$ cat src/rtl/bram_uart_sender_pkg.sv
// Shared types and constants for the BRAM-to-UART transmit sequencer.
package bram_uart_sender_pkg;

    localparam int BYTE_W = 8;
    localparam int MASK_W = 4;
    localparam int ADDR_W = 9;
    localparam int WORD_W = 32;

    localparam logic [BYTE_W-1:0] ASCII_NEWLINE = 8'h0A;
    localparam logic [BYTE_W-1:0] ASCII_ZERO    = 8'h30;
    localparam logic [BYTE_W-1:0] ASCII_A       = 8'h41;

    typedef enum logic [2:0] {
        ST_IDLE,
        ST_FETCH,
        ST_CAPTURE,
        ST_SEND,
        ST_NEWLINE,
        ST_DONE
    } state_t;

    // Index of the highest set mask bit; bytes go out most-significant first.
    function automatic logic [1:0] top_byte(input logic [MASK_W-1:0] mask);
        logic [1:0] idx;
        idx = '0;
        for (int i = 0; i < MASK_W; i++) begin
            if (mask[i]) idx = i[1:0];
        end
        return idx;
    endfunction

endpackage

$ cat src/rtl/bram_uart_sender_hex_nibble_to_ascii.sv
// Converts one 4-bit nibble to its uppercase ASCII hex character.
module hex_nibble_to_ascii
    import bram_uart_sender_pkg::*;
(
    input  logic [3:0]        nibble_i,
    output logic [BYTE_W-1:0] ascii_o
);

    assign ascii_o = (nibble_i < 4'd10) ? ASCII_ZERO + {4'b0000, nibble_i}
                                        : ASCII_A + {4'b0000, nibble_i} - 8'd10;

endmodule

$ cat src/rtl/bram_uart_sender.sv
// Reads one BRAM word on request and streams its mask-selected bytes
// (raw or ASCII hex, optional trailing newline) into the UART TX FIFO.
module bram_uart_sender
    import bram_uart_sender_pkg::*;
#(
    parameter bit ASCII_HEX      = 1'b0,
    parameter bit APPEND_NEWLINE = 1'b0
) (
    input  logic              clk,
    input  logic              rst,
    input  logic              send_over_uart,
    input  logic [MASK_W-1:0] bytes_to_read,
    input  logic [ADDR_W-1:0] bram_read_addr,
    output logic              bram_rd_en,
    output logic [ADDR_W-1:0] bram_rd_addr,
    input  logic [WORD_W-1:0] bram_rd_data,
    output logic [BYTE_W-1:0] uart_tx_data,
    output logic              uart_tx_write,
    input  logic              uart_tx_full,
    output logic              uart_send_complete,
    output logic              busy
);

    state_t              state_q;
    logic [MASK_W-1:0]   mask_q;
    logic [ADDR_W-1:0]   addr_q;
    logic [WORD_W-1:0]   word_q;
    logic                nib_lo_q;
    logic                rd_en_q;
    logic                complete_q;

    logic [1:0]          byte_idx;
    logic [MASK_W-1:0]   byte_onehot;
    logic [MASK_W-1:0]   mask_d;
    logic [BYTE_W-1:0]   cur_byte;
    logic [3:0]          cur_nibble;
    logic [BYTE_W-1:0]   hex_char;

    assign byte_idx   = top_byte(mask_q);
    assign cur_byte   = word_q[{byte_idx, 3'b000} +: BYTE_W];
    assign cur_nibble = nib_lo_q ? cur_byte[3:0] : cur_byte[7:4];

    hex_nibble_to_ascii u_hex (
        .nibble_i (cur_nibble),
        .ascii_o  (hex_char)
    );

    // NOTE: every signal written here gets a default first, so no path can infer a latch.
    always_comb begin
        byte_onehot           = '0;
        byte_onehot[byte_idx] = 1'b1;
        mask_d                = mask_q & ~byte_onehot;
        uart_tx_data          = '0;
        uart_tx_write         = 1'b0;
        case (state_q)
            ST_SEND: begin
                uart_tx_data  = ASCII_HEX ? hex_char : cur_byte;
                uart_tx_write = ~uart_tx_full;
            end
            ST_NEWLINE: begin
                uart_tx_data  = ASCII_NEWLINE;
                uart_tx_write = ~uart_tx_full;
            end
            default: ;
        endcase
    end

    // The write strobe is gated combinationally by full so it can never assert into a full FIFO.
    // NOTE: sequential state uses non-blocking assignments only, so every register sees pre-edge values.
    always_ff @(posedge clk or negedge rst) begin
        if (!rst) begin
            state_q    <= ST_IDLE;
            mask_q     <= '0;
            addr_q     <= '0;
            word_q     <= '0;
            nib_lo_q   <= 1'b0;
            rd_en_q    <= 1'b0;
            complete_q <= 1'b0;
        end else begin
            case (state_q)
                ST_IDLE: begin
                    rd_en_q    <= 1'b0;
                    complete_q <= 1'b0;
                    if (send_over_uart) begin
                        mask_q   <= bytes_to_read;
                        addr_q   <= bram_read_addr;
                        nib_lo_q <= 1'b0;
                        if (bytes_to_read != '0) begin
                            state_q <= ST_FETCH;
                            rd_en_q <= 1'b1;
                        end else if (APPEND_NEWLINE) begin
                            state_q <= ST_NEWLINE;
                        end else begin
                            state_q    <= ST_DONE;
                            complete_q <= 1'b1;
                        end
                    end
                end
                ST_FETCH: begin
                    rd_en_q <= 1'b0;
                    state_q <= ST_CAPTURE;
                end
                ST_CAPTURE: begin
                    word_q  <= bram_rd_data;
                    state_q <= ST_SEND;
                end
                ST_SEND: begin
                    if (uart_tx_write) begin
                        if (ASCII_HEX && !nib_lo_q) begin
                            nib_lo_q <= 1'b1;
                        end else begin
                            nib_lo_q <= 1'b0;
                            mask_q   <= mask_d;
                            if (mask_d == '0) begin
                                if (APPEND_NEWLINE) begin
                                    state_q <= ST_NEWLINE;
                                end else begin
                                    state_q    <= ST_DONE;
                                    complete_q <= 1'b1;
                                end
                            end
                        end
                    end
                end
                ST_NEWLINE: begin
                    if (uart_tx_write) begin
                        state_q    <= ST_DONE;
                        complete_q <= 1'b1;
                    end
                end
                ST_DONE: begin
                    complete_q <= 1'b0;
                    state_q    <= ST_IDLE;
                end
                default: begin
                    state_q <= ST_IDLE;
                end
            endcase
        end
    end

    assign bram_rd_en         = rd_en_q;
    assign bram_rd_addr       = addr_q;
    assign uart_send_complete = complete_q;
    assign busy               = (state_q != ST_IDLE);

endmodule
$ cat config.mk
export PLATFORM = sky130hd
export DESIGN_NAME = bram_uart_sender
export DESIGN_NICKNAME = d
export VERILOG_FILES = /design/src/rtl/bram_uart_sender_pkg.sv /design/src/rtl/bram_uart_sender_hex_nibble_to_ascii.sv /design/src/rtl/bram_uart_sender.sv
export SDC_FILE = /design/constraint.sdc
export NUM_CORES = 1
export LEC_CHECK = 0
export ABC_CLOCK_PERIOD_IN_PS = 1990
export CAP_MARGIN = 10
export CORE_MARGIN = 3
export CORE_UTILIZATION = 47
export CTS_CLUSTER_DIAMETER = 80
export CTS_CLUSTER_SIZE = 25
export DETAILED_ROUTE_END_ITERATION = 12
export GPL_ROUTABILITY_DRIVEN = 0
export GPL_TIMING_DRIVEN = 0
export PLACE_DENSITY = 0.8
export SYNTH_ARGS = -nofsm -noshare
export SYNTH_HDL_FRONTEND = slang
export SYNTH_SLANG_ARGS = --single-unit
$ cat constraint.sdc
create_clock -name clk -period 1.99 [get_ports clk]
set_clock_uncertainty 0.1 [all_clocks]
set_input_delay 0.398 -clock clk [delete_from_list [all_inputs] [get_ports clk]]
set_output_delay 0.398 -clock clk [all_outputs]
set_load 0.05 [all_outputs]
## Yosys cells after proc, flatten, opt, wreduce, memory -nomap -nowiden

Cells that the tools add are included.

| word-level totals | value |
|---|---|
| register bits after elaboration | 50 |
| output and inout bits | 21 |
| input port bits | 49 |

| cells by class | value |
|---|---|
| shift-type cells | 1 |
| mux-type cells | 25 |
| bitwise gates (word level) | 3 |
| eq/ne operators | 9 |
| magnitude comparators | 2 |
| reduce and logical (&&, ||, !) cells | 13 |

Operators with widths:

| cell | number |
|---|---|
| $shiftx A32 B6 Y8 | 1 |
| $pmux W8 S2 | 1 |
| $mux W3 | 5 |
| $pmux W3 S5 | 1 |
| $mux W1 | 10 |
| $mux W4 | 2 |
| $ne A2 B2 Y1 const B | 4 |
| $pmux W4 S2 | 1 |
| $reduce_and A4 Y1 | 2 |
| $reduce_bool A4 Y1 | 2 |
| $eq A3 B2 Y1 const B | 2 |
| $eq A3 B3 Y1 const B | 2 |
| $and A4 B4 Y4 | 1 |
| $logic_not A4 Y1 | 1 |
| $mux W2 | 2 |
| $not A4 Y4 | 1 |
| $pmux W1 S4 | 1 |
| $reduce_bool A2 Y1 | 2 |
| $eq A3 B1 Y1 const B | 1 |
| $logic_not A3 Y1 | 1 |
| $lt A2 B3 Y1 const B | 1 |
| $reduce_and A3 Y1 | 1 |
| $reduce_bool A3 Y1 | 1 |
| $demux W1 S2 | 1 |
| 6 further kinds | 6 |

## Depth between registers and ports, before layout

Gate-level depths: netlist (run 1).

| logic depth | value |
|---|---|
| word-level depth | 13 |
| mapped depth | 6 |

## Least setup slack after synthesis (run 1)

No wires, ideal clock.

| path | value |
|---|---|
| path kind | register to output |
| start point | register state_q[2] |
| end point | output uart_tx_data[1] |
| setup slack | -513 ps |
| path buffers | 2 |
| cell stages (with the launch flop) | 5 |
| arrival time | 2005 ps |
| path through | dfrtp_1 > buf_6 > nand3b_1 > clkbuf_1 > o21ai_0 |

| between the ends | value |
|---|---|
| word-level cells in the longest chain between the ends | 2 |

Ends and longest elaborated chain:

| element | RTL line | RTL |
|---|---|---|
| from (decl) | bram_uart_sender.sv:24 | `state_t state_q;` |
| from (signal assigned) | bram_uart_sender.sv:72 | `state_q <= ST_IDLE;` |
| from (signal assigned) | bram_uart_sender.sv:89 | `state_q <= ST_FETCH;` |
| from (signal assigned) | bram_uart_sender.sv:92 | `state_q <= ST_NEWLINE;` |
| $eq A3 B3 Y1 / $eq A3 B2 Y1 (equally long branches) | bram_uart_sender.sv:55 | `case (state_q)` |
| $pmux W8 S2 * | bram_uart_sender.sv:55 |  |
| to (decl) | bram_uart_sender.sv:17 | `output logic [BYTE_W-1:0] uart_tx_data,` |

Mark *: on every way between the ends. The rest lies on a longest branch, timed or not.

## Worst setup path after layout (run 1)

| path | value |
|---|---|
| start point | register mask_q[1] |
| end point | output uart_tx_data[0] |

| between the ends | value |
|---|---|
| word-level cells in the longest chain between the ends | 5 |

Ends and longest elaborated chain:

| element | RTL line | RTL |
|---|---|---|
| from (decl) | bram_uart_sender.sv:25 | `logic [MASK_W-1:0] mask_q;` |
| from (signal assigned) | bram_uart_sender.sv:85 | `mask_q <= bytes_to_read;` |
| from (signal assigned) | bram_uart_sender.sv:113 | `mask_q <= mask_d;` |
| $mux W1 | bram_uart_sender_pkg.sv:27 | `if (mask[i]) idx = i[1:0];` |
| $mux W2 (2 in a row) | bram_uart_sender_pkg.sv:27 |  |
| $shiftx A32 B6 Y8 | bram_uart_sender.sv:40 | `assign cur_byte = word_q[{byte_idx, 3'b000} +: BYTE_W];` |
| $pmux W8 S2 | bram_uart_sender.sv:55 |  |

Every way passes these cells.

==> results.md, run 1 <==
* Final hold vios at 25
* WP data arrival at 1.65 ns
* Worst-Margin Slew at 0.606 ns
* Post-DRT Antenna Nets at 0
* Final setup viols at 9
* CTS tree: built
* Synthesized instance count at 186
* Hpwl dp at 3.72 mm
* Crit path max fanout at 8
* Core ar. at 4790 um2
* Ports at 70
* Failing checks: negative hold slack, negative setup slack
* Clk buf depth at 2
* Site Rows at 25
* Hold buffers post-CTS at 0
* Util after Layout at 71.9%
* Outcome: finished, violations left
* Unique cell type count in the Yosys netlist at 30
* Vias/cell at 5.22
* Clock slew at reported path FFs at 0.09 ns
* Max Clock Freq at 465 MHz
* Die Area at 5900 um2
* WL final at 5.29 mm
* Cell area after layout at 3440 um2
* Die Span Y at 76.8 um
* Worst hold margin at -0.0135 ns
* Placed Area at 3150 um2
* Setup crit start kind: flop
* Setup CP Type: reg2out
* CTS sink count at 50
* DRC marker count from the first detailed-route iteration at 139
* Initial core utilization at 49.2%
* WL per Instance at 15.5 um
* Largest cells by area after synthesis: dfrtp_1 (53%), mux2_2 (19%), mux2i_1 (6.8%)
* Synth top area share at 53.1%
* Total Power at 6.21 mW
* Post-synthesis sequential area ratio at 53.1%
* Synthesized flop and latch total at 50
* Max-slew violation count at 0
* Synthesized area per cell at 12.7 um2
* Worst Setup End Kind: primary output
* RSZ-0062 raised after global routing: yes
* Final worst setup slack at -0.161 ns
* Initial antenna violation count at 0
* GRT Total Usage at 18.3%
* Pre-CTS WS at -0.594 ns
* Leakage at 1.53 nW
* H-tree Lvls at 2
* Final net count at 322
* Cell area after synthesis at 2350 um2
* Max_slew headroom at 59.6%
* Period minus WS final at 2.15 ns
* Layout area overhead at 46.2%
* GR Overflow Total at 0
* Detailed-route DRC error count at 0
* Syn_nets at 235
* Maxcap violations at 0
* DRT Pass-1 Iters at 4
* Clk_lat worst skew at 0.31 ns
* Port bufs at 69
* Vias at 1780
* Peak supply drop at 950 uV
* CTS buffer count at 5
* # diodes at 0
* Critical path data required time at 1.49 ns
* Hold Crit Class: in2async
* Area leader, netlist: dfrtp_1
* Chip width at 76.8 um
* First-pass GRT wire length at 8.58 mm
* Vias in the first global route at 1765
* Layout cell share with drive strength beyond 1 at 36.5%
* Yosys warns at 0
* Largest net degree at the start of global routing at 27
* Power per standard cell area at 1800 nW/um2
* Final Cycle Share at 108%
* CTS root buf: clkbuf_8
[power by group]
group	switching (mW)	internal, mW
clock network	0.349	0.374
registers	0.282	1.53
logic	1.99	1.69
total	2.62	3.59
[worst max-delay path, stage by stage, from the launching register on]
cell     delay (ns)
dfrtp_1        0.40
buf_6          0.15
buf_4          0.14
mux2i_2        0.14
o21ai_2        0.14
mux2i_1        0.11
nor2_2         0.11
buf_6          0.16
[cell type report]
cell class,instances,area (um2)
Inverter,4,15.0
Tap cell,67,83.8
Sequential cell,50,1250
Clock inverter,3,45.0
Clock buffer,5,68.8
Fill cell,362,1340
Multi-Input combinational cell,120,1030
Buffer,12,129
Timing Repair Buffer,80,817
[registers in the layout (all words and copies together), names as in the netlist]
register and cells:
bram_rd_addr 9, word_q 32, bram_rd_en 1, state_q 3, uart_send_complete 1, mask_q 4
[stage by stage]
| stage | TNS (ns) | cells |
|---|---|---|
| 2_1_floorplan | -0.806 | 186 |
| 3_3_place_gp | -57.89 | 322 |
| 6_report | -1.15 | 341 |
| 4_1_cts | -0.799 | 332 |
| 5_1_grt | -1.77 | 341 |
| 3_5_place_dp | -6.55 | 323 |
[synth_stat cells]
master / number
mux2_2: 40
o21ai_0: 14
and3_1: 1
clkbuf_1: 2
o211ai_1: 1
or2_2: 1
inv_1: 4
a21oi_2: 1
dfrtp_1: 50
o22ai_1: 3
a211oi_1: 2
a22o_1: 2
nor4b_4: 1
and3b_1: 1
buf_2: 2
nand2_1: 12
buf_6: 7
and2_1: 1
o2bb2ai_2: 1
a21oi_1: 3
nor4_1: 1
mux2i_1: 16
a22oi_1: 1
nor2_1: 12
mux2_1: 2
clkbuf_2: 1
nand3_1: 1
maj3_1: 1
nand3b_1: 1
o41ai_1: 1
[worst paths after layout]
| kind | startpoint | to | slack [ns] | cells past startpoint |
|---|---|---|---|---|
| min | rst | word_q[30] | -0.01 | 1 |
| max reg2reg | state_q[2] | uart_send_complete | 0.19 | 6 |
| max in group asynchronous | rst | bram_rd_addr[6] | 1.26 | 2 |
| min reg2reg | word_q[7] | word_q[7] | 0.40 | 1 |
| max | mask_q[1] | uart_tx_data[0] | -0.16 | 7 |
| min in group clk | word_q[7] | word_q[7] | 0.40 | 1 |
[layout by cell type (no fill, tap or decap), types with 3 or more instances in the layout]
cell type and instances:
dfrtp_1 50, clkdlybuf4s50_1 47, mux2_2 40, buf_6 18
nand2_1 12, mux2i_1 12, dlymetal6s2s_1 9, buf_4 9
nor2_1 7, clkbuf_8 6, o21ai_1 6, nor2_2 5
inv_1 4, o21ai_2 4, mux2i_2 4, o21ai_0 4
o22ai_1 3
[cell families after synthesis]
family                     Yosys count  share of synthesized area [%]
muxes                               58                           26.9
DFF                                 50                           53.1
and+or+nand+nor                     32                           6.80
AOI/OAI and AO/OA                   29                           7.81
buffers and inverters               16                           4.94
adders and majority gates            1                          0.425
[what timing repair did]
action	4_1_cts	5_1_grt
pin swaps	3	4
buffers inserted	1	9
resized for setup	88	20
gates cloned	0	0
endpoints found under the setup margin	12	20
[routing by layer]
metal,share of wire [%],global-route usage [%],vias up
met5,0,0,-
met4,2.3,4.89,0
met3,3.4,3.99,9
met2,51,31.2,46
met1,43,23.6,881
li1,-,-,844
(Power assumes the default switching activity.)
==> inputs of run 2 (changes only) <==
CORE_MARGIN = 4   (was 3)
SLEW_MARGIN = 30   (was default)
==> run 2 against run 1 <==
The run ends with negative setup slack left; critical path depth unchanged; sequential power about the same; highest routed layer unchanged; maximum frequency up 0.44%; largest cell class unchanged.
==> results.md, run 2 (synthesized netlist as in run 1, its figures left out) <==
* Pre-CTS WS at -0.596 ns
* Period minus WS final at 2.14 ns
* Largest reg by FF count: word_q
* Ports at 70
* Critical path, cell by cell: buf_6 > buf_6 > mux2i_2 > o21ai_2 > mux2i_1 > nor2_2 > buf_6
* DRT Pass-1 Iters at 4
* First-pass GRT wire length at 8.79 mm
* GR Overflow Total at 0
* Outcome: finished, violations left
* Final hold vios at 0
* Failing checks: negative setup slack
* R2R setup slack at 0.21 ns
* Clk_lat worst skew at 0.30 ns
* Largest register FFs at 32
* Clock slew at reported path FFs at 0.09 ns
* R2R cell count at 6
* # diodes at 0
* Final setup viols at 9
* Commonest non-fill, non-tap cells in the layout: dfrtp_1 (50), clkdlybuf4s50_1 (48), mux2_2 (40)
* Worst-Margin Slew at 0.618 ns
* CTS sink count at 50
* Core ar. at 4790 um2
* Max incr delay on CP at 0.43 ns
* Slowest stage cell, crit path: dfrtp_1
* Worst reg2reg path endpoint: uart_send_complete
* WL per Instance at 15.8 um
* Initial core utilization at 49.2%
* Site Rows at 25
* CTS tree: built
* CTS root buf: clkbuf_8
* Final worst setup slack at -0.152 ns
* Commonest non-fill, non-tap cell in the layout: dfrtp_1
* Max-slew violation count at 0
* R2r startpoint: state_q[2]
* Max_slew headroom at 58.8%
* Die Area at 6210 um2
* Final net count at 318
* DRC marker count from the first detailed-route iteration at 61
* WL final at 5.34 mm
* Final Non-Filler Cells at 337
* Clk buf depth at 2
* Vias in the first global route at 1763
* GRT Total Usage at 18.5%
* Vias/cell at 5.00
* Detailed-route DRC error count at 0
* Power per standard cell area at 1790 nW/um2
* Setup crit start kind: flop
* Hold buffers post-CTS at 0
* Final-layout fill cell count at 325
* Setup CP Type: reg2out
* Maxcap violations at 0
* Util after Layout at 71.2%
* RSZ-0062 raised after global routing: yes
* Critical path data required time at 1.49 ns
* Largest net degree at the start of global routing at 51
* Most frequent CP cell: buf_6
* Layout cell share with drive strength beyond 1 at 35.2%
* Initial antenna violation count at 0
* Worst hold margin at 0.00362 ns
* Post-DRT Antenna Nets at 0
* Layout area overhead at 44.7%
* Inst Count DP at 322
* Peak supply drop at 1040 uV
* Worst Setup End Kind: primary output
* Max Clock Freq at 467 MHz
* Hpwl dp at 3.82 mm
* Leakage at 1.52 nW
* Crit path max fanout at 5
* Die Span Y at 78.8 um
* H-tree Lvls at 2
* Vias at 1686
* Final Cycle Share at 108%
* WP data arrival at 1.64 ns
* Chip width at 78.8 um
* Hold Crit Class: in2async
* CTS buffer count at 5
* Port bufs at 69
[run 2: changes by cell type in the layout (fill, tap and decap cells not counted), sizes merged]
cell	change
clkbuf	+3
clkdlybuf4s50	+1
dlygate4sd2	-2
clkinv	+1
buf	-6
bufinv	-1
dlymetal6s2s	+1
clkinvlp	-1
[run 2: area by class of cell]
class                           count  area, um2  share of cell area, %
Sequential cell                    50       1250                   36.7
Multi-Input combinational cell    120       1040                   30.6
Timing Repair Buffer               76        792                   23.2
Buffer                             12        128                   3.74
Tap cell                           67       83.8                   2.46
Clock buffer                        6       82.6                   2.42
Inverter                            4       15.0                  0.441
Clock inverter                      2       12.5                  0.367
[run 2: where the power goes]
group	internal (mW)	switching [mW]
sequential	1.53	0.296
clock	0.280	0.328
combinational	1.69	1.98
total	3.50	2.61
[run 2: through the flow]
step	total power [mW]	TNS [ns]	area, um2
finish	6.10	-1.02	3410
CTS	6.03	-1.05	3330
floorplan	4.11	-0.806	2360
global placement	5.00	-56.94	3130
detailed placement	5.08	-7.06	3130
global route	6.48	-1.89	3410
[run 2: layer usage]
| metal | track usage (%) | vias up | share of wire [%] |
|---|---|---|---|
| met5 | 0 | - | 0 |
| met4 | 6.29 | 0 | 1.7 |
| met3 | 4.31 | 9 | 4.0 |
| met2 | 32.1 | 40 | 53 |
| met1 | 22.7 | 810 | 42 |
| li1 | - | 827 | - |
[run 2: repair_timing]
| item | in CTS | in global routing |
|---|---|---|
| pin swaps | 4 | 5 |
| endpoints found under the setup margin | 10 | 21 |
| gates resized for setup | 90 | 21 |
| cloned | 2 | 0 |
| setup buffers | 3 | 2 |
[run 2: critical path, delay by kind of cell, from the launching register on]
kind	cells	cell delay [ns]
buffers and inverters	3	0.44
DFF	1	0.43
muxes	2	0.23
and+or+nand+nor	1	0.14
AOI/OAI and AO/OA	1	0.11
[run 2: how the worst max path moves through the flow]
| stage | start | end | slack, ns | cells past startpoint |
|---|---|---|---|---|
| floorplan | state_q[2] | uart_tx_data[1] | -0.15 | 4 |
| global placement | rst | word_q[30] | -1.01 | 1 |
| detailed placement | mask_q[1] | uart_tx_data[1] | -0.60 | 6 |
| CTS | mask_q[1] | uart_tx_data[1] | -0.17 | 6 |
| global route | mask_q[1] | uart_tx_data[0] | -0.26 | 6 |
| finish | mask_q[1] | uart_tx_data[5] | -0.15 | 7 |
==> inputs of run 3 (changes only) <==
CAP_MARGIN = 20   (was 10)
TNS_END_PERCENT = 50   (was default)
==> run 3 against run 2 <==
The run ends with negative hold slack, negative setup slack left; worst setup slack gained 0.017 ns; power shrank 1.7%; critical path depth shrank 2; die area is the same; critical path type unchanged; highest routed layer unchanged.
==> results.md, run 3 (synthesized netlist as in run 1, its figures left out) <==
* Hpwl dp at 3.82 mm
* Max Clock Freq at 471 MHz
* Core ar. at 4790 um2
* Largest net degree at the start of global routing at 51
* Largest reg by FF count: word_q
* Worst hold margin at -0.000985 ns
* Commonest non-fill, non-tap cell in the layout: dfrtp_1
* CTS tree: built
* WP data arrival at 1.63 ns
* H-tree Lvls at 2
* Final Cycle Share at 107%
* WL per Instance at 15.4 um
* Chip width at 78.8 um
* Multi-input logic area at 1030 um2
* Ports at 70
* Final hold vios at 2
* Peak supply drop at 1030 uV
* Leakage at 1.52 nW
* Critical path data required time at 1.49 ns
* Pre-CTS WS at -0.596 ns
* WL met3 at 156 um
* Commonest non-fill, non-tap cells in the layout: dfrtp_1 (50), clkdlybuf4s50_1 (48), mux2_2 (40)
* Vias/cell at 5.01
* RSZ-0062 raised after global routing: yes
* Worst Setup End Kind: primary output
* Met2 wire length at 2.67 mm
* WL final at 5.21 mm
* Final Non-Filler Cells at 339
* Initial core utilization at 49.2%
* Vias at 1699
* GR Overflow Total at 0
* Setup CP Type: reg2out
* Layout cell share with drive strength beyond 1 at 34.9%
* Maxcap violations at 0
* Die Area at 6210 um2
* Power per standard cell area at 1770 nW/um2
* Crit path max fanout at 6
* Clk buf depth at 2
* Period minus WS final at 2.12 ns
* Detailed-route DRC error count at 0
* Initial antenna violation count at 0
* Clk_lat worst skew at 0.30 ns
* Vias in the first global route at 1681
* Worst-Margin Slew at 0.626 ns
* Final net count at 320
* Site Rows at 25
* Met1 wire length at 2.29 mm
* # diodes at 0
* Largest register FFs at 32
* CTS buffer count at 5
* Final-layout fill cell count at 330
* Inst Count DP at 322
* Clock slew at reported path FFs at 0.09 ns
* DRC marker count from the first detailed-route iteration at 92
* Port bufs at 69
* Layout area overhead at 43.7%
* Die Span Y at 78.8 um
* Setup crit start kind: flop
* Cell area after layout at 3380 um2
* FF+latch area at 1250 um2
* Outcome: finished, violations left
* Util after Layout at 70.7%
* CTS sink count at 50
* Post-DRT Antenna Nets at 0
* First-pass GRT wire length at 8.34 mm
* GRT Total Usage at 17.6%
* Max_slew headroom at 58.3%
* Hold Crit Class: in2async
* Max-slew violation count at 0
* Placed Area at 3130 um2
* Failing checks: negative hold slack, negative setup slack
* CTS root buf: clkbuf_8
* Final worst setup slack at -0.134 ns
* DRT Pass-1 Iters at 4
* Uppermost routed layer: met4
* Final setup viols at 9
run 3: cell count changes in the layout (fill, tap and decap cells not counted), sizes merged:
cell / previous run / this run
clkdlybuf4s15: 1 / 0
clkbuf: 10 / 8
buf: 25 / 30
run 3: layout make-up:
| class | instances | share of cell area [%] |
|---|---|---|
| buffer | 12 | 3.51 |
| inverter | 4 | 0.444 |
| sequential | 50 | 37.0 |
| timing repair buffer | 78 | 23.4 |
| tap | 67 | 2.48 |
| multi-input combinational | 120 | 30.4 |
| clock buffer | 6 | 2.44 |
| clock inverter | 2 | 0.370 |
run 3: repair_timing:
action                                  in CTS  in global routing
hold buffers                                 0                  0
cloned                                       0                  1
resized for setup                           78                 29
endpoints found under the setup margin      10                 22
pin swaps                                    3                  3
setup buffers                                0                  8
run 3: critical path, cell delays in order, from the launching register on:
cell      delay (ns)
dfrtp_1         0.38
buf_6           0.13
nand3b_1        0.27
buf_6           0.21
o21ai_1         0.16
buf_6           0.18
run 3: power by group:
group | leakage (nW) | internal (mW) | switching (mW)
logic | 0.875 | 1.62 | 1.96
clock network | 0.0472 | 0.280 | 0.335
registers | 0.596 | 1.53 | 0.277
total | 1.52 | 3.43 | 2.57
run 3: through the flow:
| stage | power, mW | setup TNS, ns |
|---|---|---|
| 6_report | 6.00 | -0.883 |
| 5_1_grt | 6.36 | -1.74 |
| 4_1_cts | 5.82 | -1.13 |
| 3_5_place_dp | 5.08 | -7.06 |
| 3_3_place_gp | 5.00 | -56.94 |
| 2_1_floorplan | 4.11 | -0.806 |
run 3: path summary, 6_finish.rpt:
path                            startpoint               to  slack, ns  cells after the start
worst max-delay path            state_q[2]  uart_tx_data[1]      -0.13                      5
worst min-delay path                   rst  bram_rd_addr[1]     -0.001                      1
worst max register to register  state_q[2]  bram_rd_addr[2]       0.23                      6
worst min register to register   word_q[7]        word_q[7]       0.40                      1
max in group asynchronous              rst        word_q[7]       1.37                      1
min in group clk                 word_q[7]        word_q[7]       0.40                      1
run 3: layer usage:
metal | up-vias | global-route usage, %
met5 | - | 0
met4 | 0 | 6.47
met3 | 9 | 3.63
met2 | 33 | 29.3
met1 | 821 | 22.8
li1 | 836 | -
